[config.mk]
export PLATFORM = sky130hd
export DESIGN_NAME = conv3x3_mac_engine
export DESIGN_NICKNAME = d
export VERILOG_FILES = /design/src/rtl/conv3x3_mac_engine.sv
export SDC_FILE = /design/constraint.sdc
export NUM_CORES = 1
export LEC_CHECK = 0
export BUFFER_PORTS_ARGS = -buffer_cell sky130_fd_sc_hd__clkbuf_2
export CELL_PAD_IN_SITES_DETAIL_PLACEMENT = 2
export CELL_PAD_IN_SITES_GLOBAL_PLACEMENT = 2
export CORE_ASPECT_RATIO = 0.5
export CORE_UTILIZATION = 44
export CTS_BUF_LIST = sky130_fd_sc_hd__clkbuf_8
export CTS_CLUSTER_SIZE = 16
export DETAILED_ROUTE_END_ITERATION = 8
export PLACE_DENSITY_LB_ADDON = 0.3
export SLEW_MARGIN = 20
export SYNTH_ARGS = -nofsm -noshare
export SYNTH_HDL_FRONTEND = slang
export SYNTH_SLANG_ARGS = --single-unit
[constraint.sdc]
create_clock -name clk -period 15.9 [get_ports clk]
set_input_delay 0.795 -clock clk [delete_from_list [all_inputs] [get_ports clk]]
set_output_delay 0.795 -clock clk [all_outputs]
set_load 0.01 [all_outputs]
[src/rtl/conv3x3_mac_engine.sv]
// rtl/conv3x3_mac_engine.sv - serial 3x3 convolution MAC with rounding, saturation and optional ReLU
module conv3x3_mac_engine #(
    parameter int DATA_WIDTH = 16,
    parameter int FRAC_BITS  = 8,
    parameter int ACC_WIDTH  = 36,
    parameter int RELU_EN    = 0
) (
    input  logic                    clk,
    input  logic                    rst_n,
    input  logic                    in_valid,
    output logic                    in_ready,
    input  logic [9*DATA_WIDTH-1:0] win_data,
    input  logic [DATA_WIDTH-1:0]   w0,
    input  logic [DATA_WIDTH-1:0]   w1,
    input  logic [DATA_WIDTH-1:0]   w2,
    input  logic [DATA_WIDTH-1:0]   w3,
    input  logic [DATA_WIDTH-1:0]   w4,
    input  logic [DATA_WIDTH-1:0]   w5,
    input  logic [DATA_WIDTH-1:0]   w6,
    input  logic [DATA_WIDTH-1:0]   w7,
    input  logic [DATA_WIDTH-1:0]   w8,
    input  logic [DATA_WIDTH-1:0]   bias,
    output logic                    out_valid,
    input  logic                    out_ready,
    output logic [DATA_WIDTH-1:0]   out_data,
    output logic                    busy
);

    localparam int DW = DATA_WIDTH;
    localparam int AW = ACC_WIDTH;
    localparam int PW = 2 * DATA_WIDTH;

    // Rounding constant and saturation bounds, all at accumulator width + 1 so the
    // rounding add can never wrap.
    localparam logic signed [AW:0] RND_HALF =
        {{(AW + 1 - FRAC_BITS){1'b0}}, 1'b1, {(FRAC_BITS - 1){1'b0}}};
    localparam logic signed [AW:0] SAT_MAX =
        {{(AW + 2 - DW){1'b0}}, {(DW - 1){1'b1}}};
    localparam logic signed [AW:0] SAT_MIN =
        {{(AW + 2 - DW){1'b1}}, {(DW - 1){1'b0}}};
    localparam logic [DW-1:0] MAX_D = {1'b0, {(DW - 1){1'b1}}};
    localparam logic [DW-1:0] MIN_D = {1'b1, {(DW - 1){1'b0}}};
    localparam logic [3:0]    LAST_TAP = 4'd8;

    typedef enum logic [1:0] {
        S_IDLE,
        S_MAC,
        S_FIN,
        S_OUT
    } state_t;

    state_t                 state_q, state_d;
    logic [3:0]             tap_q, tap_d;
    logic signed [AW-1:0]   acc_q, acc_d;
    logic [9*DW-1:0]        win_q, win_d;
    logic [9*DW-1:0]        wt_q, wt_d;
    logic                   out_valid_q, out_valid_d;
    logic [DW-1:0]          out_data_q, out_data_d;

    logic [DW-1:0]          pix_sel;
    logic [DW-1:0]          wt_sel;
    logic signed [PW-1:0]   prod;
    logic signed [AW-1:0]   prod_ext;
    logic signed [AW:0]     rnd_sum;
    logic signed [AW:0]     rnd_shift;
    logic [DW-1:0]          sat_val;
    logic [DW-1:0]          result;

    assign in_ready  = (state_q == S_IDLE);
    assign busy      = (state_q != S_IDLE);
    assign out_valid = out_valid_q;
    assign out_data  = out_data_q;

    // Current tap operands and their full-precision signed product
    always_comb begin
        pix_sel  = win_q[tap_q*DW +: DW];
        wt_sel   = wt_q[tap_q*DW +: DW];
        prod     = $signed(pix_sel) * $signed(wt_sel);
        prod_ext = {{(AW - PW){prod[PW-1]}}, prod};
    end

    // Round half up, saturate to the output range, then optional ReLU
    always_comb begin
        rnd_sum   = {acc_q[AW-1], acc_q} + RND_HALF;
        rnd_shift = rnd_sum >>> FRAC_BITS;
        if (rnd_shift > SAT_MAX) begin
            sat_val = MAX_D;
        end else if (rnd_shift < SAT_MIN) begin
            sat_val = MIN_D;
        end else begin
            sat_val = rnd_shift[DW-1:0];
        end
        if ((RELU_EN != 0) && sat_val[DW-1]) begin
            result = '0;
        end else begin
            result = sat_val;
        end
    end

    // Next-state and datapath update for IDLE -> MAC -> FIN -> OUT
    always_comb begin
        state_d     = state_q;
        tap_d       = tap_q;
        acc_d       = acc_q;
        win_d       = win_q;
        wt_d        = wt_q;
        out_valid_d = out_valid_q;
        out_data_d  = out_data_q;
        case (state_q)
            S_IDLE: begin
                if (in_valid) begin
                    win_d   = win_data;
                    wt_d    = {w8, w7, w6, w5, w4, w3, w2, w1, w0};
                    acc_d   = {{(AW - DW - FRAC_BITS){bias[DW-1]}}, bias, {FRAC_BITS{1'b0}}};
                    tap_d   = '0;
                    state_d = S_MAC;
                end
            end
            S_MAC: begin
                acc_d = acc_q + prod_ext;
                if (tap_q == LAST_TAP) begin
                    tap_d   = '0;
                    state_d = S_FIN;
                end else begin
                    tap_d = tap_q + 4'd1;
                end
            end
            S_FIN: begin
                out_data_d  = result;
                out_valid_d = 1'b1;
                state_d     = S_OUT;
            end
            S_OUT: begin
                if (out_ready) begin
                    out_valid_d = 1'b0;
                    state_d     = S_IDLE;
                end
            end
            default: begin
                state_d     = S_IDLE;
                out_valid_d = 1'b0;
            end
        endcase
    end

    // State and datapath registers; reset aborts any window in flight
    always_ff @(posedge clk or negedge rst_n) begin
        if (!rst_n) begin
            state_q     <= S_IDLE;
            tap_q       <= '0;
            acc_q       <= '0;
            win_q       <= '0;
            wt_q        <= '0;
            out_valid_q <= 1'b0;
            out_data_q  <= '0;
        end else begin
            state_q     <= state_d;
            tap_q       <= tap_d;
            acc_q       <= acc_d;
            win_q       <= win_d;
            wt_q        <= wt_d;
            out_valid_q <= out_valid_d;
            out_data_q  <= out_data_d;
        end
    end

endmodule
=== Yosys cells after proc, flatten, opt, wreduce, memory -nomap -nowiden ===
Index checks and enable logic that the tools add are counted.

* Bits in registers: 347
* Output and inout port bits: 19
* Bits of input ports: 308
* Logic and storage cells: 43

* Equal/unequal tests: 7
* Add/sub/neg operators: 3
* $mul: 1
* Magnitude comparators: 2
* Multiplexer cells: 13
* Reduce and logical (&&, ||, !) cells: 8
* Shifts and indexed selects: 2

{| class="wikitable"
|+ Operator list
! cell !! count
|-
| 144-bit by 9-bit indexed part select with 16-bit output || 2
|-
| 36-bit one-hot mux with 2 select lines || 1
|-
| 36-bit by 9-bit adder with 37-bit output (second input constant) || 1
|-
| 36-bit by 32-bit adder with 36-bit output || 1
|-
| 36-bit two-way mux || 1
|-
| 16-bit by 16-bit multiplier with 32-bit output || 1
|-
| 16-bit two-way mux || 2
|-
| 29-bit by 16-bit > comparator with 1-bit output (second input constant) || 1
|-
| 29-bit by 16-bit less-than comparator with 1-bit output (second input constant) || 1
|-
| 4-bit two-way mux || 2
|-
| 2-bit one-hot mux with 4 select lines || 1
|-
| 4-bit one-hot mux with 2 select lines || 1
|-
| 2-bit two-way mux || 3
|-
| 2-bit inequality test (second input constant) || 3
|-
| 2-bit AND reduction || 3
|-
| 2-bit nonzero test || 3
|-
| 4-bit by 1-bit adder with 4-bit output (second input constant) || 1
|-
| 2-bit equality test (second input constant) || 2
|-
| 4-bit equality test (second input constant) || 1
|-
| 3-bit AND reduction || 1
|-
| 2-bit by 1-bit equality test with 1-bit output (second input constant) || 1
|-
| 2-bit logical NOT || 1
|-
| 1-bit one-hot mux with 2 select lines || 1
|-
| 1-bit two-way mux || 1
|}

=== Longest topological paths before layout ===
Gate-level depths: netlist (run 1).

* Depth in word-level cells: 4
* Mapped depth: 31
* Gate-level depth less buffers: 27

=== Worst setup path before layout (run 1) ===
Ideal clock, no wire load.

* Path kind: register to register
* From: register tap_q[0]
* To: register acc_q[35]
* Data arrival time: 7532 ps
* Setup time: 127 ps
* Period minus slack after synthesis: 7660 ps
* Stages on the path, launching flop included: 31
* Data required time: 15773 ps
* Buffers on the path: 3
* Slack: 8240 ps
* Path through: dfrtp_1 -> buf_2 -> buf_4 -> buf_2 -> mux4_2 -> mux2i_1 -> nor2_1 -> a21oi_1 -> inv_1 -> nand2_1 -> inv_1 -> fa_1 -> fa_1 -> inv_1 -> fa_1 -> inv_1 -> fa_1 -> fa_1 -> inv_1 -> fa_1 -> inv_1 -> ha_1 -> a21oi_1 -> o21ai_0 -> a311oi_1 -> o211ai_1 -> a31oi_1 -> a21oi_1 -> o41ai_1 -> mux2i_1 -> nand2_1

* Word-level cells in the longest chain between the ends: 4
* Elaborated cells between the ends (all ways): 5
* Those cells by class: add/sub: 1; mul: 1; shift: 2; mux: 1

{| class="wikitable"
|+ Ends and longest elaborated chain
! item !! line !! source
|-
| start, declared || 53 || <nowiki>logic [3:0] tap_q, tap_d;</nowiki>
|-
| start signal, assigned || 158 || <nowiki>tap_q <= tap_d;</nowiki>
|-
| 144-bit by 9-bit indexed part select with 16-bit output (on tied branches) || 76, 77 ||
|-
| 16-bit by 16-bit multiplier with 32-bit output * || 78 || <nowiki>prod = $signed(pix_sel) * $signed(wt_sel);</nowiki>
|-
| 36-bit by 32-bit adder with 36-bit output * || 120 || <nowiki>acc_d = acc_q + prod_ext;</nowiki>
|-
| 36-bit one-hot mux with 2 select lines * || 109 || <nowiki>case (state_q)</nowiki>
|-
| end signal, assigned || 151 || <nowiki>acc_q <= '0;</nowiki>
|-
| end signal, assigned || 159 || <nowiki>acc_q <= acc_d;</nowiki>
|-
| end, declared || 54 || <nowiki>logic signed [AW-1:0] acc_q, acc_d;</nowiki>
|}

Mark *: on every way between the ends. The rest lies on a longest branch, timed or not.
A chain may end at the register's enable or synchronous reset.

=== Worst setup path in the final report (run 1) ===
Ends and elaborated chain as after synthesis.

==> results of run 1 <==
==> routing by layer <==
| metal | global-route usage, % | vias up | part of all wire [%] |
|---|---|---|---|
| li1 | - | 8590 | - |
| met1 | 38.6 | 10800 | 40 |
| met2 | 54.3 | 632 | 51 |
| met3 | 6.23 | 203 | 5.8 |
| met4 | 10.7 | 0 | 3.5 |
| met5 | 0 | - | 0 |
==> area by class of cell <==
| cell class | count | area [um2] | area share [%] |
|---|---|---|---|
| Tap cell | 825 | 1030 | 3.31 |
| Clock inverter | 31 | 190 | 0.610 |
| Antenna cell | 31 | 77.6 | 0.249 |
| Multi-Input combinational cell | 1571 | 16800 | 53.8 |
| Clock buffer | 68 | 936 | 3.00 |
| Inverter | 411 | 1540 | 4.95 |
| Sequential cell | 347 | 8690 | 27.9 |
| Timing Repair Buffer | 365 | 1950 | 6.24 |
==> sequential cells by signal, indices dropped and copies added, names as in the netlist <==
name and cells:
win_q 144, state_q 2, wt_q 144, tap_q 4
out_data 16, acc_q 36, out_valid 1
==> stage by stage <==
step | hold slack [ns] | area, um2 | std cells | setup slack [ns]
after global routing | 0.171 | 31200 | 3646 | 5.31
after detailed placement | 0.490 | 30000 | 3519 | 6.07
after CTS | 0.143 | 31100 | 3618 | 5.92
final | 0.117 | 31200 | 3649 | 5.90
after floorplan | 0.456 | 27400 | 2439 | 8.24
after global placement | 0.482 | 30000 | 3519 | 6.64
==> final timing paths <==
| check | to | slack [ns] | from | cells after the start |
|---|---|---|---|---|
| min in group clk | win_q[142] | 0.31 | win_data[142] | 2 |
| setup / recovery | acc_q[35] | 5.90 | tap_q[0] | 29 |
| hold reg to reg | win_q[50] | 0.50 | win_q[50] | 1 |
| hold / removal | acc_q[33] | 0.12 | rst_n | 1 |
| setup reg to reg | acc_q[35] | 5.90 | tap_q[0] | 29 |
| max in group asynchronous | tap_q[0] | 14.09 | rst_n | 2 |
==> worst max-delay path: cells and delay by family (launching register included) <==
kind	cells	cell delay [ns]
buffers and inverters	8	1.46
AO/OA/AOI/OAI	8	2.30
adder cells (fa/ha/maj)	7	3.55
AND/OR/NAND/NOR	3	0.34
flip-flops	1	0.87
multiplexers	3	1.24
==> cells by family after synthesis <==
group           after synthesis  share of synthesized area, %
buf+inv                     521                          7.27
xor+xnor                     54                          1.73
fa+ha+maj                   428                          28.1
simple gates                451                          7.06
flops                       347                          31.7
mux                         398                          18.8
compound gates              240                          5.37
==> placed cells by master, fill, tap and decap left out, types with 34 or more instances in the layout <==
cell type  netlist  final
a21oi_1         65     65
buf_4            3     38
clkbuf_2         1    325
clkbuf_8         0     68
dfrtp_1        347    343
fa_1           314    314
ha_1           114    114
inv_1          410    431
mux2_2         289    289
mux2i_1         45     45
mux4_2          64     64
nand2_1        161    160
nor2_1         202    201
o21ai_0         72     68
xnor2_1         34     34
==> flow_metrics.env, run 1 <==
export IMPL_rsz0062_at_grt="false"
export IMPL_synth_nets=3175
export IMPL_io_pins=327
export IMPL_cts_setup_buffers=0
export IMPL_drive_above_1_share_pct=29.4
export IMPL_synth_async_reset_ratio_pct=100
export IMPL_grt_ovfl_total=0
export IMPL_ys_seq_area_share_pct=31.7
export IMPL_clockBufferDepth=3
export IMPL_max_freq_mhz=100
export IMPL_drc=0
export IMPL_synth_edf_count=0
export IMPL_grt_pass1_wl_um=148000
export IMPL_finalHoldViolations=0
export IMPL_port_buffers=326
export IMPL_area_delta_synth_final_pct=13.8
export IMPL_critPathMaxStageDelay_ns=0.87
export IMPL_row_count=64
export IMPL_worstPathArrival_ns=10.57
export IMPL_synth_area_mm2=0.0274
export IMPL_antenna_found_initial=21
export IMPL_die_y_um=179
export IMPL_path_clk_slew_ns=0.10
export IMPL_routed_via_density=5.53
export IMPL_yosysTopAreaCellShare_pct=31.7
export IMPL_cts_sinks=347
export IMPL_wl_um=99200
export IMPL_grt_pass1_vias=23900
export IMPL_place_congestion=0.899
export IMPL_required_ns=16.46
export IMPL_drv_slew=0
export IMPL_htreeDepth=2
export IMPL_synth_ff_type="dfrtp_1"
export IMPL_synth_cells=2439
export IMPL_crit_type="flip-flop to flip-flop"
export IMPL_worst_path_max_fanout=41
export IMPL_min_path_type="input pin to async pin"
export IMPL_fin_nets=3486
export IMPL_syn_area_per_cell_um2=11.2
export IMPL_end_kind="flip-flop"
export IMPL_start_util_pct=44.7
export IMPL_cts_inserted_buffers=54
export IMPL_synth_cell_type_count=68
export IMPL_clock_root_buffer="clkbuf_8"
export IMPL_finClkSkew_ns=0.0745
export IMPL_synthTopCellsByArea="dfrtp_1 (32%), fa_1 (23%), mux2_2 (12%)"
export IMPL_ant_nets=0
export IMPL_final_core_util_pct=50.9
export IMPL_status="finished, final reports clean"
export IMPL_drt_iter0_drc=1068
export IMPL_yosys_top_cells_count="inv_1 (410), dfrtp_1 (347), fa_1 (314)"
export IMPL_period_share_pct=62.9
export IMPL_cts_resized=0
export IMPL_firstDrtPassIters=4
export IMPL_core_area_mm2=0.0613
export IMPL_routedWlPerCell_um=27.2
export IMPL_cp_slowest_cell="dfrtp_4"
export IMPL_start_kind="flip-flop"
export IMPL_relSlewSlack_pct=26.2
export IMPL_die_area_mm2=0.0634
export IMPL_yosysWarningCount=0
export IMPL_finalCriticalPeriod_ns=10.00
export IMPL_grt_usage_pct=31.1
export IMPL_fin_setup_tns_ns=0
export IMPL_post_dp_hpwl_um=74100
export IMPL_n_fill_cell=6212
export IMPL_yosysTopAreaCell="dfrtp_1"
export IMPL_hold_buffers=0
export IMPL_grt_start_max_net_pins=169
export IMPL_tightestPinTransition_ns=1.11
export IMPL_cts_tree="done"
export IMPL_cap_viol_max_count=0
export IMPL_synth_seq_cells=347
export IMPL_synth_most_common_cell="inv_1"
export IMPL_clk_insertion_delay_late_ns=0.72
export IMPL_routed_via_count=20200
export IMPL_setup_violations=0
export IMPL_die_width_um=355
Power of run 1 is not shown: default switching activity piles up to over one toggle a cycle in this logic, so the estimate is an artifact.
==> inputs of run 2 (changes only) <==
Settings changed: CORE_UTILIZATION 44 to 37.
Clock period 15.9 ns to 8.4 ns, I/O delays scaled along.
==> run 2 against run 1 <==
Effect of this change: maximum frequency grew 20%; routed wire length grew 27%; first-iteration DRC count up 34%; largest cell class unchanged.
==> flow_metrics.env, run 2 (same netlist as run 1, synthesis figures left out) <==
export IMPL_routed_via_density=5.48
export IMPL_tightestPinTransition_ns=1.16
export IMPL_die_width_um=387
export IMPL_required_ns=8.91
export IMPL_clk_insertion_delay_late_ns=0.76
export IMPL_cts_sinks=347
export IMPL_port_buffers=326
export IMPL_status="finished, final reports clean"
export IMPL_cp_top_family="adder cells"
export IMPL_row_count=70
export IMPL_start_util_pct=37.4
export IMPL_core_area_mm2=0.0732
export IMPL_worstPathArrival_ns=8.85
export IMPL_drive_above_1_share_pct=29.5
export IMPL_path_clk_slew_ns=0.06
export IMPL_die_area_mm2=0.0753
export IMPL_critPathBufInv=8
export IMPL_post_dp_hpwl_um=74200
export IMPL_period_share_pct=99.3
export IMPL_routed_via_count=22800
export IMPL_firstDrtPassIters=5
export IMPL_reg_top3="win_q x144, wt_q x144, acc_q x36"
export IMPL_mostFrequentLayoutCells="inv_1 (429), dfrtp_1 (343), clkbuf_2 (325), fa_1 (313), mux2_2 (289)"
export IMPL_finClkSkew_ns=0.0894
export IMPL_area_delta_synth_final_pct=28.1
export IMPL_setup_violations=0
export IMPL_fin_nets=3840
export IMPL_critPathMaxStageDelay_ns=0.60
export IMPL_relSlewSlack_pct=22.7
export IMPL_grt_pass1_vias=26200
export IMPL_finalHoldViolations=0
export IMPL_cp_common_cell="fa_1"
export IMPL_multi_input_comb_area_mm2=0.0169
export IMPL_end_kind="flip-flop"
export IMPL_io_pins=327
export IMPL_antenna_found_initial=25
export IMPL_drt_iter0_drc=1433
export IMPL_cap_viol_max_count=0
export IMPL_grt_usage_pct=30.9
export IMPL_clockBufferDepth=3
export IMPL_crit_type="flip-flop to flip-flop"
export IMPL_grt_start_max_net_pins=185
export IMPL_fin_area_mm2=0.0351
export IMPL_htreeDepth=2
export IMPL_drv_slew=0
export IMPL_worst_path_max_fanout=11
export IMPL_die_y_um=194
export IMPL_grt_pass1_wl_um=173000
export IMPL_place_congestion=0.872
export IMPL_cp_slowest_cell="mux4_2"
export IMPL_max_freq_mhz=120
export IMPL_ant_nets=0
export IMPL_cts_inserted_buffers=55
export IMPL_drc=0
export IMPL_n_fill_cell=7434
export IMPL_finalCriticalPeriod_ns=8.34
export IMPL_clock_root_buffer="clkbuf_8"
export IMPL_wl_um=126000
export IMPL_cts_tree="done"
export IMPL_start_kind="flip-flop"
export IMPL_mostFrequentLayoutCell="inv_1"
export IMPL_routedWlPerCell_um=30.3
export IMPL_min_path_type="input pin to flip-flop"
export IMPL_grt_ovfl_total=0
export IMPL_placed_cell_area_mm2=0.0307
export IMPL_regArea_mm2=0.00869
run 2: cell types whose count changed in the layout (fill, tap and decap cells not counted), moves of 7 or more:
cell           change
o21a_2             +8
buf_12             +7
buf_4             +57
a21oi_1            -7
dlygate4sd3_1    +286
o21a_1             -8
mux2i_1            -8
run 2: final timing paths:
path,from,endpoint,slack (ns),cells past startpoint
worst max-delay path,tap_q[0],acc_q[23],0.06,28
worst min-delay path,out_ready,out_valid,0.04,3
worst max register to register,tap_q[0],acc_q[23],0.06,28
worst min register to register,win_q[64],win_q[64],0.51,1
max in group asynchronous,rst_n,wt_q[125],5.74,4
min in group asynchronous,rst_n,acc_q[33],0.40,2
run 2: worst register-to-register path: cells and delay by family, from the launching register on:
| family | cells | cell delay, ns |
|---|---|---|
| flops | 1 | 0.52 |
| compound gates | 9 | 2.14 |
| fa+ha+maj | 7 | 3.07 |
| simple gates | 1 | 0.09 |
| mux | 2 | 1.04 |
| buf+inv | 8 | 1.13 |
| xor+xnor | 1 | 0.23 |
run 2: repair_timing:
item                       4_1_cts  5_1_grt
hold buffers                   285        1
pin swaps                        0        6
setup endpoints to repair        6       14
hold endpoints to repair       382        1
setup buffers                    0       10
cloned                           0        1
resized for setup               10       38
run 2: layer usage:
layer  part of all wire, %  GRT usage [%]  vias up
met4                   6.2           14.6        4
li1                      -              -     9296
met5                  0.15              0        -
met3                   5.2           4.35      456
met1                    38           37.4    12000
met2                    50           54.4     1049
run 2: cell type report:
type | count | area share [%]
Tap cell | 972 | 3.46
Antenna cell | 33 | 0.235
Clock buffer | 67 | 2.63
Inverter | 411 | 4.39
Multi-Input combinational cell | 1571 | 48.3
Timing Repair Buffer | 718 | 15.4
Clock inverter | 33 | 0.862
Sequential cell | 347 | 24.8
run 2: stage by stage:
| stage | cells | util (%) | setup TNS, ns | worst slack (ns) | hold WS, ns |
|---|---|---|---|---|---|
| 6_report | 4152 | 47.9 | 0 | 0.0566 | 0.0359 |
| 3_3_place_gp | 3722 | 41.9 | 0 | 0.137 | 0.483 |
| 4_1_cts | 4107 | 47.5 | 0 | 0.0137 | 0.00223 |
| 2_1_floorplan | 2439 | - | 0 | 0.740 | 0.124 |
| 3_5_place_dp | 3722 | 41.9 | -0.543 | -0.263 | 0.488 |
| 5_1_grt | 4149 | 47.9 | -0.822 | -0.171 | -0.00348 |
Power of run 2 is left out for the same reason.
